## src/rtl/wb_arb_pkg.sv

```systemverilog
// Shared types and constants for the two-master Wishbone arbiter.
package wb_arb_pkg;

    localparam int WB_ADR_W = 32;
    localparam int WB_DAT_W = 32;
    localparam int WB_SEL_W = 4;

    typedef enum logic [1:0] {
        ARB_IDLE  = 2'd0,
        ARB_GNT0  = 2'd1,
        ARB_GNT1  = 2'd2,
        ARB_ABORT = 2'd3
    } arb_state_e;

    localparam logic [1:0] OWN_NONE = 2'b00;
    localparam logic [1:0] OWN_M0   = 2'b01;
    localparam logic [1:0] OWN_M1   = 2'b10;

endpackage

```

## src/rtl/wb_arb_watchdog.sv

```systemverilog
// Stalled-cycle counter for the arbiter; flags a hung bus cycle once the
// count reaches TIMEOUT_CYCLES.
module wb_arb_watchdog #(
    parameter int unsigned TIMEOUT_CYCLES = 255,
    parameter int unsigned CNT_W          = $clog2(TIMEOUT_CYCLES + 1)
) (
    input  logic clk,
    input  logic rst,
    input  logic clr_i,
    input  logic stall_i,
    output logic timeout_o
);

    logic [CNT_W-1:0] cnt_q;
    logic [CNT_W-1:0] cnt_d;

    // Stall stops once the bus is forced idle at timeout, so no saturation needed.
    always_comb begin
        cnt_d = cnt_q;
        if (clr_i) begin
            cnt_d = '0;
        end else if (stall_i) begin
            cnt_d = cnt_q + CNT_W'(1);
        end
    end

    always_ff @(posedge clk or posedge rst) begin
        if (rst) begin
            cnt_q <= '0;
        end else begin
            cnt_q <= cnt_d;
        end
    end

    assign timeout_o = (cnt_q == CNT_W'(TIMEOUT_CYCLES));

endmodule

```

## src/rtl/wb_arbiter2.sv

```systemverilog
// Two-master round-robin Wishbone B4 classic arbiter with cycle-granular grants.
// Define WB_ARB_TIMEOUT_EN to add the hung-cycle watchdog and ARB_ABORT state.
module wb_arbiter2
    import wb_arb_pkg::*;
#(
    parameter int unsigned TIMEOUT_CYCLES = 255,
    parameter int unsigned CNT_W          = $clog2(TIMEOUT_CYCLES + 1)
) (
    input  logic                clk,
    input  logic                rst,
    input  logic                m0_wb_cyc_i,
    input  logic                m0_wb_stb_i,
    input  logic                m0_wb_we_i,
    input  logic [WB_ADR_W-1:0] m0_wb_adr_i,
    input  logic [WB_DAT_W-1:0] m0_wb_dat_i,
    input  logic [WB_SEL_W-1:0] m0_wb_sel_i,
    output logic [WB_DAT_W-1:0] m0_wb_dat_o,
    output logic                m0_wb_ack_o,
    output logic                m0_wb_err_o,
    input  logic                m1_wb_cyc_i,
    input  logic                m1_wb_stb_i,
    input  logic                m1_wb_we_i,
    input  logic [WB_ADR_W-1:0] m1_wb_adr_i,
    input  logic [WB_DAT_W-1:0] m1_wb_dat_i,
    input  logic [WB_SEL_W-1:0] m1_wb_sel_i,
    output logic [WB_DAT_W-1:0] m1_wb_dat_o,
    output logic                m1_wb_ack_o,
    output logic                m1_wb_err_o,
    output logic                s_wb_cyc_o,
    output logic                s_wb_stb_o,
    output logic                s_wb_we_o,
    output logic [WB_ADR_W-1:0] s_wb_adr_o,
    output logic [WB_DAT_W-1:0] s_wb_dat_o,
    output logic [WB_SEL_W-1:0] s_wb_sel_o,
    input  logic [WB_DAT_W-1:0] s_wb_dat_i,
    input  logic                s_wb_ack_i,
    input  logic                s_wb_err_i,
    output logic [1:0]          owner_o
);

    arb_state_e state_q, state_d;
    logic       last_q, last_d;
    logic       enter_gnt;
    logic       gsel;
    logic       g_cyc;

    // Read data is broadcast, but held low while in reset like every other output.
    assign m0_wb_dat_o = rst ? '0 : s_wb_dat_i;
    assign m1_wb_dat_o = rst ? '0 : s_wb_dat_i;

`ifdef WB_ARB_TIMEOUT_EN
    logic wd_timeout;
    logic wd_stall;
    logic wd_clr;

    assign wd_stall = s_wb_cyc_o & s_wb_stb_o & ~s_wb_ack_i & ~s_wb_err_i;
    assign wd_clr   = enter_gnt | s_wb_ack_i | s_wb_err_i;

    wb_arb_watchdog #(
        .TIMEOUT_CYCLES (TIMEOUT_CYCLES),
        .CNT_W          (CNT_W)
    ) u_watchdog (
        .clk       (clk),
        .rst       (rst),
        .clr_i     (wd_clr),
        .stall_i   (wd_stall),
        .timeout_o (wd_timeout)
    );
`else
    logic unused_cfg;
    assign unused_cfg = ^{TIMEOUT_CYCLES, CNT_W, enter_gnt};
`endif

    always_comb begin
        state_d     = state_q;
        last_d      = last_q;
        enter_gnt   = 1'b0;
        gsel        = 1'b0;
        g_cyc       = 1'b0;
        s_wb_cyc_o  = 1'b0;
        s_wb_stb_o  = 1'b0;
        s_wb_we_o   = 1'b0;
        s_wb_adr_o  = '0;
        s_wb_dat_o  = '0;
        s_wb_sel_o  = '0;
        m0_wb_ack_o = 1'b0;
        m1_wb_ack_o = 1'b0;
        m0_wb_err_o = 1'b0;
        m1_wb_err_o = 1'b0;
        owner_o     = OWN_NONE;
        case (state_q)
            ARB_IDLE: begin
                // On contention the master that did not own the bus last wins.
                if (m0_wb_cyc_i && m1_wb_cyc_i) begin
                    state_d = last_q ? ARB_GNT0 : ARB_GNT1;
                end else if (m0_wb_cyc_i) begin
                    state_d = ARB_GNT0;
                end else if (m1_wb_cyc_i) begin
                    state_d = ARB_GNT1;
                end
                enter_gnt = (state_d != ARB_IDLE);
            end
            ARB_GNT0, ARB_GNT1: begin
                gsel    = (state_q == ARB_GNT1);
                g_cyc   = gsel ? m1_wb_cyc_i : m0_wb_cyc_i;
                owner_o = gsel ? OWN_M1 : OWN_M0;
`ifdef WB_ARB_TIMEOUT_EN
                if (wd_timeout) begin
                    m0_wb_err_o = ~gsel;
                    m1_wb_err_o = gsel;
                    last_d      = gsel;
                    state_d     = ARB_ABORT;
                end else
`endif
                begin
                    s_wb_cyc_o  = g_cyc;
                    s_wb_stb_o  = gsel ? m1_wb_stb_i : m0_wb_stb_i;
                    s_wb_we_o   = gsel ? m1_wb_we_i  : m0_wb_we_i;
                    s_wb_adr_o  = gsel ? m1_wb_adr_i : m0_wb_adr_i;
                    s_wb_dat_o  = gsel ? m1_wb_dat_i : m0_wb_dat_i;
                    s_wb_sel_o  = gsel ? m1_wb_sel_i : m0_wb_sel_i;
                    m0_wb_ack_o = ~gsel & s_wb_ack_i;
                    m1_wb_ack_o = gsel & s_wb_ack_i;
                    m0_wb_err_o = ~gsel & s_wb_err_i;
                    m1_wb_err_o = gsel & s_wb_err_i;
                    if (!g_cyc) begin
                        state_d = ARB_IDLE;
                        last_d  = gsel;
                    end
                end
            end
`ifdef WB_ARB_TIMEOUT_EN
            ARB_ABORT: begin
                // last_q already names the aborted master.
                if (!(last_q ? m1_wb_cyc_i : m0_wb_cyc_i)) begin
                    state_d = ARB_IDLE;
                end
            end
`endif
            default: begin
                state_d = ARB_IDLE;
            end
        endcase
    end

    always_ff @(posedge clk or posedge rst) begin
        if (rst) begin
            state_q <= ARB_IDLE;
            last_q  <= 1'b1;
        end else begin
            state_q <= state_d;
            last_q  <= last_d;
        end
    end

endmodule

```

## config.mk

```make
export PLATFORM = sky130hd
export DESIGN_NAME = wb_arbiter2
export DESIGN_NICKNAME = d
export VERILOG_FILES = /design/src/rtl/wb_arb_pkg.sv /design/src/rtl/wb_arb_watchdog.sv /design/src/rtl/wb_arbiter2.sv
export SDC_FILE = /design/constraint.sdc
export NUM_CORES = 1
export LEC_CHECK = 0
export ABC_AREA = 1
export CAP_MARGIN = 20
export CORE_AREA = 2 2 124 126
export DETAILED_ROUTE_END_ITERATION = 10
export DIE_AREA = 0 0 126 128
export PLACE_DENSITY = 0.53
export REMOVE_ABC_BUFFERS = 1
export SLEW_MARGIN = 15
export SYNTH_ARGS = -nofsm -noshare
export SYNTH_HDL_FRONTEND = slang
export SYNTH_SLANG_ARGS = --single-unit
```

## constraint.sdc

```tcl
create_clock -name clk -period 1.8 [get_ports clk]
set_input_delay 0.18 -clock clk [delete_from_list [all_inputs] [get_ports clk]]
set_output_delay 0.18 -clock clk [all_outputs]
set_load 0.02 [all_outputs]
```

After elaboration in Yosys (flattened, before gate mapping)
Cells that the tools add are included.
- logic and storage cells: 42
- flip-flop bits (word level): 3
- input port bits: 178
- output and inout bits: 141
- bitwise gates (word level): 6
- eq/ne operators: 4
- multiplexer cells: 25
- reductions and logical operators: 5
- operators with widths (kind ; number):
    32-bit 2-to-1 mux ; 5
    2-bit 2-to-1 mux ; 7
    1-bit 2-to-1 mux ; 10
    4-bit 2-to-1 mux ; 2
    1-bit bitwise AND ; 4
    4-bit inequality test (second input constant) ; 1
    2-bit one-hot mux with 2 select lines ; 1
    2-bit AND reduction ; 2
    2-bit by 1-bit == test with 1-bit output (second input constant) ; 1
    2-bit == test (second input constant) ; 1
    2-bit logical NOT ; 1
    2-bit inequality test (second input constant) ; 1
    1-bit inverter ; 2
    2-bit OR reduction ; 1
    1-bit logical AND ; 1

Longest topological paths before layout
- word-level depth: 4
- depth in mapped cells: 8
- mapped depth without buffers: 8

Least setup slack after synthesis
Ideal clock, no wire load.
- path type: register to output
- from: register state_q[0]
- to: output s_wb_adr_o[16]
- arrival: 1.480 ns
- stages on the path, launching flop included: 7
- path slack: 0.140 ns
- path through: dfrtp_1 -> inv_1 -> ha_1 -> buf_6 -> buf_6 -> o21ai_0 -> nor2_1
- longest elaborated chain between the ends: 3
- elaborated cells on any way between the ends: 5
- RTL lines (element ; line ; source):
    start: declaration ; wb_arbiter2.sv:41 ; arb_state_e state_q, state_d;
    start signal: assignment ; wb_arbiter2.sv:151 ; state_q <= state_d;
    2-bit == test or 2-bit by 1-bit == test with 1-bit output (tied branches) ; wb_arbiter2.sv:91, wb_arbiter2.sv:104 ;
    32-bit 2-to-1 mux or 2-bit OR reduction (tied branches) ; wb_arbiter2.sv:119, wb_arbiter2.sv:91 ;
    32-bit 2-to-1 mux (*) ; wb_arbiter2.sv:91 ; case (state_q)
    end: declaration ; wb_arbiter2.sv:32 ; output logic [WB_ADR_W-1:0] s_wb_adr_o,
Mark *: on every way between the ends. The rest lies on a longest branch, timed or not.

Worst setup path after layout
- from: register state_q[0]
- to: output s_wb_adr_o[8]
The elaborated chain is that of the path after synthesis.

==> flow_summary.ini <==
[clock_network]
ctsHoldBuffers = 0
clk-insertion-delay-late_ns = 0.23
htree_levels = 1
cts_root_buffer = sky130_fd_sc_hd__clkbuf_16
cts_tree = built
clk_path_buf_depth = 2
clk_transition_reported_paths_ns = 0.03
numClockSinks = 3
numCtsBuffers = 3

[detailed_routing]
detailedRoute.firstIterationViolations = 125
drtAntennaViolNets = 0
detail_route.wl_per_cell_um = 17.8
drt_pass1_iterations = 4
avgViaCountPerCell = 4.11
routed_vias = 3661
route.final.wire_length_mm = 15.9
drc = 0

[placed_design]
place_congestion = 0.880
dpl_worst_slack_ns = -0.371
placement.io_buffers = 318
placed_cells = 843
post_dp_cell_area_um2 = 5080
place.detailed.hpwl_mm = 11.2

[sta]
setup_tns_ns = -1.09
worst_slew_pin_slew_ns = 0.272
setup_ws_ns = -0.0694
fin_crit_sh = 1.04
timing.max_slew.rel_slack = 0.818
finalHoldViolations = 0
finalSetupViolations = 41
fin_worst_skew_ns = 0.000443
rsz0062_at_grt = yes
min_tclk_post_route_ns = 1.87
hold_ws_ns = 0.374
maximum_achievable_frequency_mhz = 535
slew_viol_final = 0

[cells_and_area]
most_used_cells_in_the_layout_excluding_fill_and_tap_cells = sky130_fd_sc_hd__clkdlybuf4s50_1, sky130_fd_sc_hd__nor2_1, sky130_fd_sc_hd__buf_4, sky130_fd_sc_hd__inv_1, sky130_fd_sc_hd__o21ai_2
layout-drive-gt1-share = 0.333
diodes = 0
synthToLayoutAreaGrowth_pct = 215
n_fill_cell = 1539
layout.cell_area.non_filler_um2 = 6130
layout_commonest_cell = sky130_fd_sc_hd__clkdlybuf4s50_1
final_cells = 890
num-nets-final = 885

[global_routing]
grt_pass1_vias = 3743
antenna_violations_before_repair = 0
grt_overflow_total = 0
grt_util_all_layers = 0.178
largest_net_degree_at_the_start_of_global_routing = 36
grt_pass1_wl_mm = 22.1

[critical_path]
startpoint = state_q[0]
worst_r2r_path_depth = 10
r2r-start = state_q[0]
terminus_of_the_critical_flop_to_flop_path = state_q[0]
worstSetupPathType = register to output port
timing.critical_path.to = s_wb_adr_o[8]
worst_ep_arrival_time_ns = 1.69
timing.critical_path.to_type = output port
worstPathRequired_ns = 1.62
setup.worst_path.start_class = register
crit_fanout = 7
reg2reg_slack_ns = 0.17

[job]
drv.max_cap_violation_count = 0

[floorplan]
core_um2 = 14900
die_x_extent_um = 126
boundaryPins = 319
starting_density_of_the_core = 0.131
floorplan.die_area_um2 = 16100
die_h_um = 128
fp-row-count = 45

[run_status]
outcome = complete, but fails checks
failed_checks = setup timing

[yosys]
yosysSeqAreaShare = 0.0392
syn_avg_cell_area_um2 = 5.15
synth.distinct_cells = 16
synth.ff_latch_count = 3
synth_area_um2 = 1950
postSynthCellCount = 378
yosysWarningCount = 0
synth_top_area_share = 0.297
synth_top_area_cell = sky130_fd_sc_hd__nor2_1
synthTopCellsByArea = sky130_fd_sc_hd__nor2_1, sky130_fd_sc_hd__o21ai_0, sky130_fd_sc_hd__buf_4

[pwr]
power.density_nw_per_um2 = 1920
peakVddDrop_v = 0.000694
p_leak_nw = 3.18

[hold_path]
holdCritPathClass = primary input to async pin
==> worst max-delay path, stage by stage (launching register included) <==
cell and delay [ns]:
sky130_fd_sc_hd__dfrtp_1 0.35, sky130_fd_sc_hd__inv_2 0.08, sky130_fd_sc_hd__ha_4 0.31, sky130_fd_sc_hd__buf_12 0.13, sky130_fd_sc_hd__buf_12 0.12, sky130_fd_sc_hd__o21ai_2 0.06, sky130_fd_sc_hd__nor2_2 0.16, sky130_fd_sc_hd__buf_6 0.13
sky130_fd_sc_hd__buf_12 0.10
==> cells by family (layout without fill, tap and decap cells) <==
group / count (synthesis) / in the layout / synth area share
fa+ha+maj: 4 / 4 / 0.0257
flops: 3 / 3 / 0.0392
compound gates: 72 / 72 / 0.185
simple gates: 195 / 195 / 0.406
buf+inv: 104 / 428 / 0.344
==> worst min-delay path by stage <==
stage	start	end	slack (ns)	cells after the start
floorplan	rst	state_q[0]	-0.07	1
global placement	last_q	last_q	0.48	2
detailed placement	last_q	last_q	0.49	2
CTS	rst	state_q[1]	0.38	3
global route	rst	state_q[0]	0.42	3
finish	rst	state_q[0]	0.37	3
==> stage by stage <==
step           power, mW  utilization
3_5_place_dp        7.86        0.342
5_1_grt             12.5        0.412
3_3_place_gp        7.86        0.342
4_1_cts             10.6        0.378
2_1_floorplan       3.66            -
6_report            11.8        0.412
==> sequential cells by signal, summed over array words and instances (netlist names) <==
| name | flops |
|---|---|
| state_q | 2 |
| last_q | 1 |
==> per-layer routing <==
metal | global-route usage | part of all wire | wire length [um] | vias to the layer above
li1 | - | - | - | 1772
met1 | 0.211 | 0.39 | 6160 | 1667
met2 | 0.336 | 0.53 | 8360 | 211
met3 | 0.0392 | 0.077 | 1230 | 11
met4 | 0.0200 | 0.0089 | 141 | 0
met5 | 0 | 0 | 0 | -
==> Yosys cell counts <==
cell	n
sky130_fd_sc_hd__buf_12	2
sky130_fd_sc_hd__o21ai_0	71
sky130_fd_sc_hd__inv_12	1
sky130_fd_sc_hd__nor2_1	154
sky130_fd_sc_hd__clkbuf_1	1
sky130_fd_sc_hd__buf_2	10
sky130_fd_sc_hd__inv_1	44
sky130_fd_sc_hd__buf_6	13
sky130_fd_sc_hd__dfstp_2	1
sky130_fd_sc_hd__nand2_1	16
sky130_fd_sc_hd__buf_4	33
sky130_fd_sc_hd__a21oi_1	1
sky130_fd_sc_hd__nand3_1	4
sky130_fd_sc_hd__dfrtp_1	2
sky130_fd_sc_hd__nor2_2	21
sky130_fd_sc_hd__ha_1	4
==> area by class of cell <==
class	instances	area (um^2)	area share
repair buffers	376	3950	0.644
multi-input cells	271	1560	0.254
well taps	188	235	0.0384
inverters	45	185	0.0302
clock buffers	4	78.8	0.0129
flip-flops and latches	3	76.3	0.0124
repair inverters	3	48.8	0.00796
==> power by group <==
| group | switching [mW] | internal (mW) |
|---|---|---|
| Sequential | 0.0192 | 0.104 |
| Clock | 0.0647 | 0.293 |
| Combinational | 5.82 | 5.50 |
==> repair_timing <==
item,CTS,global route
gates cloned,12,1
gates resized for setup,426,163
buffers inserted,25,6
endpoints found under the setup margin,109,105
pin swaps,25,40
Note: power is estimated with default switching activity, not from simulation.
==> RTL change (config.mk and constraints unchanged) <==
The option `WB_ARB_TIMEOUT_EN` is turned on by a define.
--- a/src/rtl/wb_arbiter2.sv
+++ b/src/rtl/wb_arbiter2.sv
@@ -1,4 +1,6 @@
 // Two-master round-robin Wishbone B4 classic arbiter with cycle-granular grants.
 // Define WB_ARB_TIMEOUT_EN to add the hung-cycle watchdog and ARB_ABORT state.
+`define WB_ARB_TIMEOUT_EN
+
 module wb_arbiter2
     import wb_arb_pkg::*;
Formal check against the unedited RTL: same outputs for any inputs over 10 cycles, from zero or initial values and one cycle with rst high; that may be too few to reach the edited logic, so the function may still have changed.
==> RTL change against the unedited design <==
The flow still finishes with violations (negative setup slack); largest power group unchanged; wire length grew 17%; worst setup slack got worse by 0.15 ns; critical path depth up 2; critical endpoint is now s_wb_adr_o[20]; fmax decreased by 7.4%; sequential cell count rose by 8; final area rose by 23%; power down 18%; area after synthesis grew 23%.
==> RTL change: results (changes against the unedited design) <==
Worst setup path
  • Slowest-stage cell, CP: dfrtp_2
  • Reg-to-reg slack, setup: -0.06 ns (-0.23 ns)
  • Critical Path Max Stage Delay: 0.38 ns (+0.03 ns)
  • Crit path max fanout: 6 (-1)
  • Worst Setup EP: s_wb_adr_o[20]
  • Critical R2R Capture: u_watchdog.cnt_q[4]$_DFFE_PP0P_
  • Crit. Startpoint: state_q[1]$_DFFE_PP0P_
  • Crit path DAT: 1.84 ns (+0.15 ns)
  • Reg2Reg Depth: 11 (+1)

Placement
  • Pre-CTS WS: -0.359 ns (+0.0117 ns)
  • Placed Area: 0.00598 mm² (+18%)
  • DPL Wire Length: 13300 µm (+19%)
  • Placed Cells: 975 (+16%)
  • Routability cong.: 0.854 (-3.0%)

Layout
  • Layout cells sized above 1: 37.7% (+4.3 points)
  • Final non-filler cell total: 1014 (+14%)

STA
  • Worst Skew: 0.000464 ns (+0.0000211 ns)
  • Total negative slack: -8.15 ns (-7.06 ns)
  • Slack of the critical path: -0.219 ns (-0.149 ns)
  • Setup Viol. Count Final: 78 (+90%)
  • WHS: 0.496 ns (+0.122 ns)

Yosys
  • Synth Area in Adders: 3.15% (+0.58 points)
  • Synth cell count leaders: nand2_1, a21oi_1, inv_1
  • Main area contributors after synthesis: nand2_1, a21oi_1, dfrtp_1, buf_4, inv_1
  • Primary FF master, synth: dfrtp_1
  • Post-synthesis sequential area ratio: 11.6% (+7.7 points)
  • Post-synthesis mux area share: 0% (unchanged)
  • Synth Area in Compound Gates: 17.1% (-1.5 points)
  • Unique masters post-synth: 23 (+7)
  • Synth Instances: 470 (+24%)

Global routing
  • Vias in the first global route: 4583 (+22%)
  • Met3 Usage GRT: 3.42% (-0.50 points)
  • Global routing usage on met1: 21.5% (+0.45 points)
  • Total track usage: 20.6% (+2.8 points)
  • Largest net degree at the start of global routing: 34 (-5.6%)
  • GR met2 Demand/Resource: 41.2% (+7.6 points)
  • Initial antenna violation count: 0 (unchanged)
  • First-pass GRT wire length: 25700 µm (+16%)

Pwr
  • Reg power frac: 3.2% (+2.2 points)
  • P_seq: 0.000311 W (+150%)
  • Logic pwr share: 92.5% (-3.4 points)
  • Worst VDD drop: 561 µV (-19%)
  • Int Power: 0.00493 W (-16%)

Routing
  • Post-Route WL: 18600 µm (+17%)
  • Drt pass-1 iters: 6 (+2)
  • Iter 0 DRT Violations: 218 (+74%)
  • Routed vias: 4516 (+23%)

Clock tree
  • CTS max path bufs: 2 (unchanged)
  • Worst-skew pair later-pin latency: 0.24 ns

Run status
  • Status: finished, violations left
  • Failing checks: negative setup slack
RTL change: changes by cell type in the layout (fill, tap and decap cells not counted), moves of 11 or more:
cell     before  now
o21ai_1      25    1
o21ai_2      35    1
nand4_1       0   11
nor2_1      131   48
a21oi_4       0   27
buf_6        20   59
nand2_2       0   34
nor2_2       33    0
a21oi_2       0   36
nand2_1      15  123
nand2_4       1   16
inv_1        41   56
RTL change: final cells by class:
cell class	instances	area, µm²
timing repair buffer	410	4390
fill	1382	7330
multi-input combinational	339	2280
sequential	11	278
tap	188	235
inverter	61	260
timing repair inverter	1	16.3
clock buffer	4	78.8
RTL change: layer usage:
| metal | share of wire, % | up-vias |
|---|---|---|
| met3 | 7.2 | 33 |
| met5 | 0 | - |
| met1 | 35 | 2082 |
| met4 | 3.4 | 0 |
| li1 | - | 2139 |
| met2 | 55 | 262 |
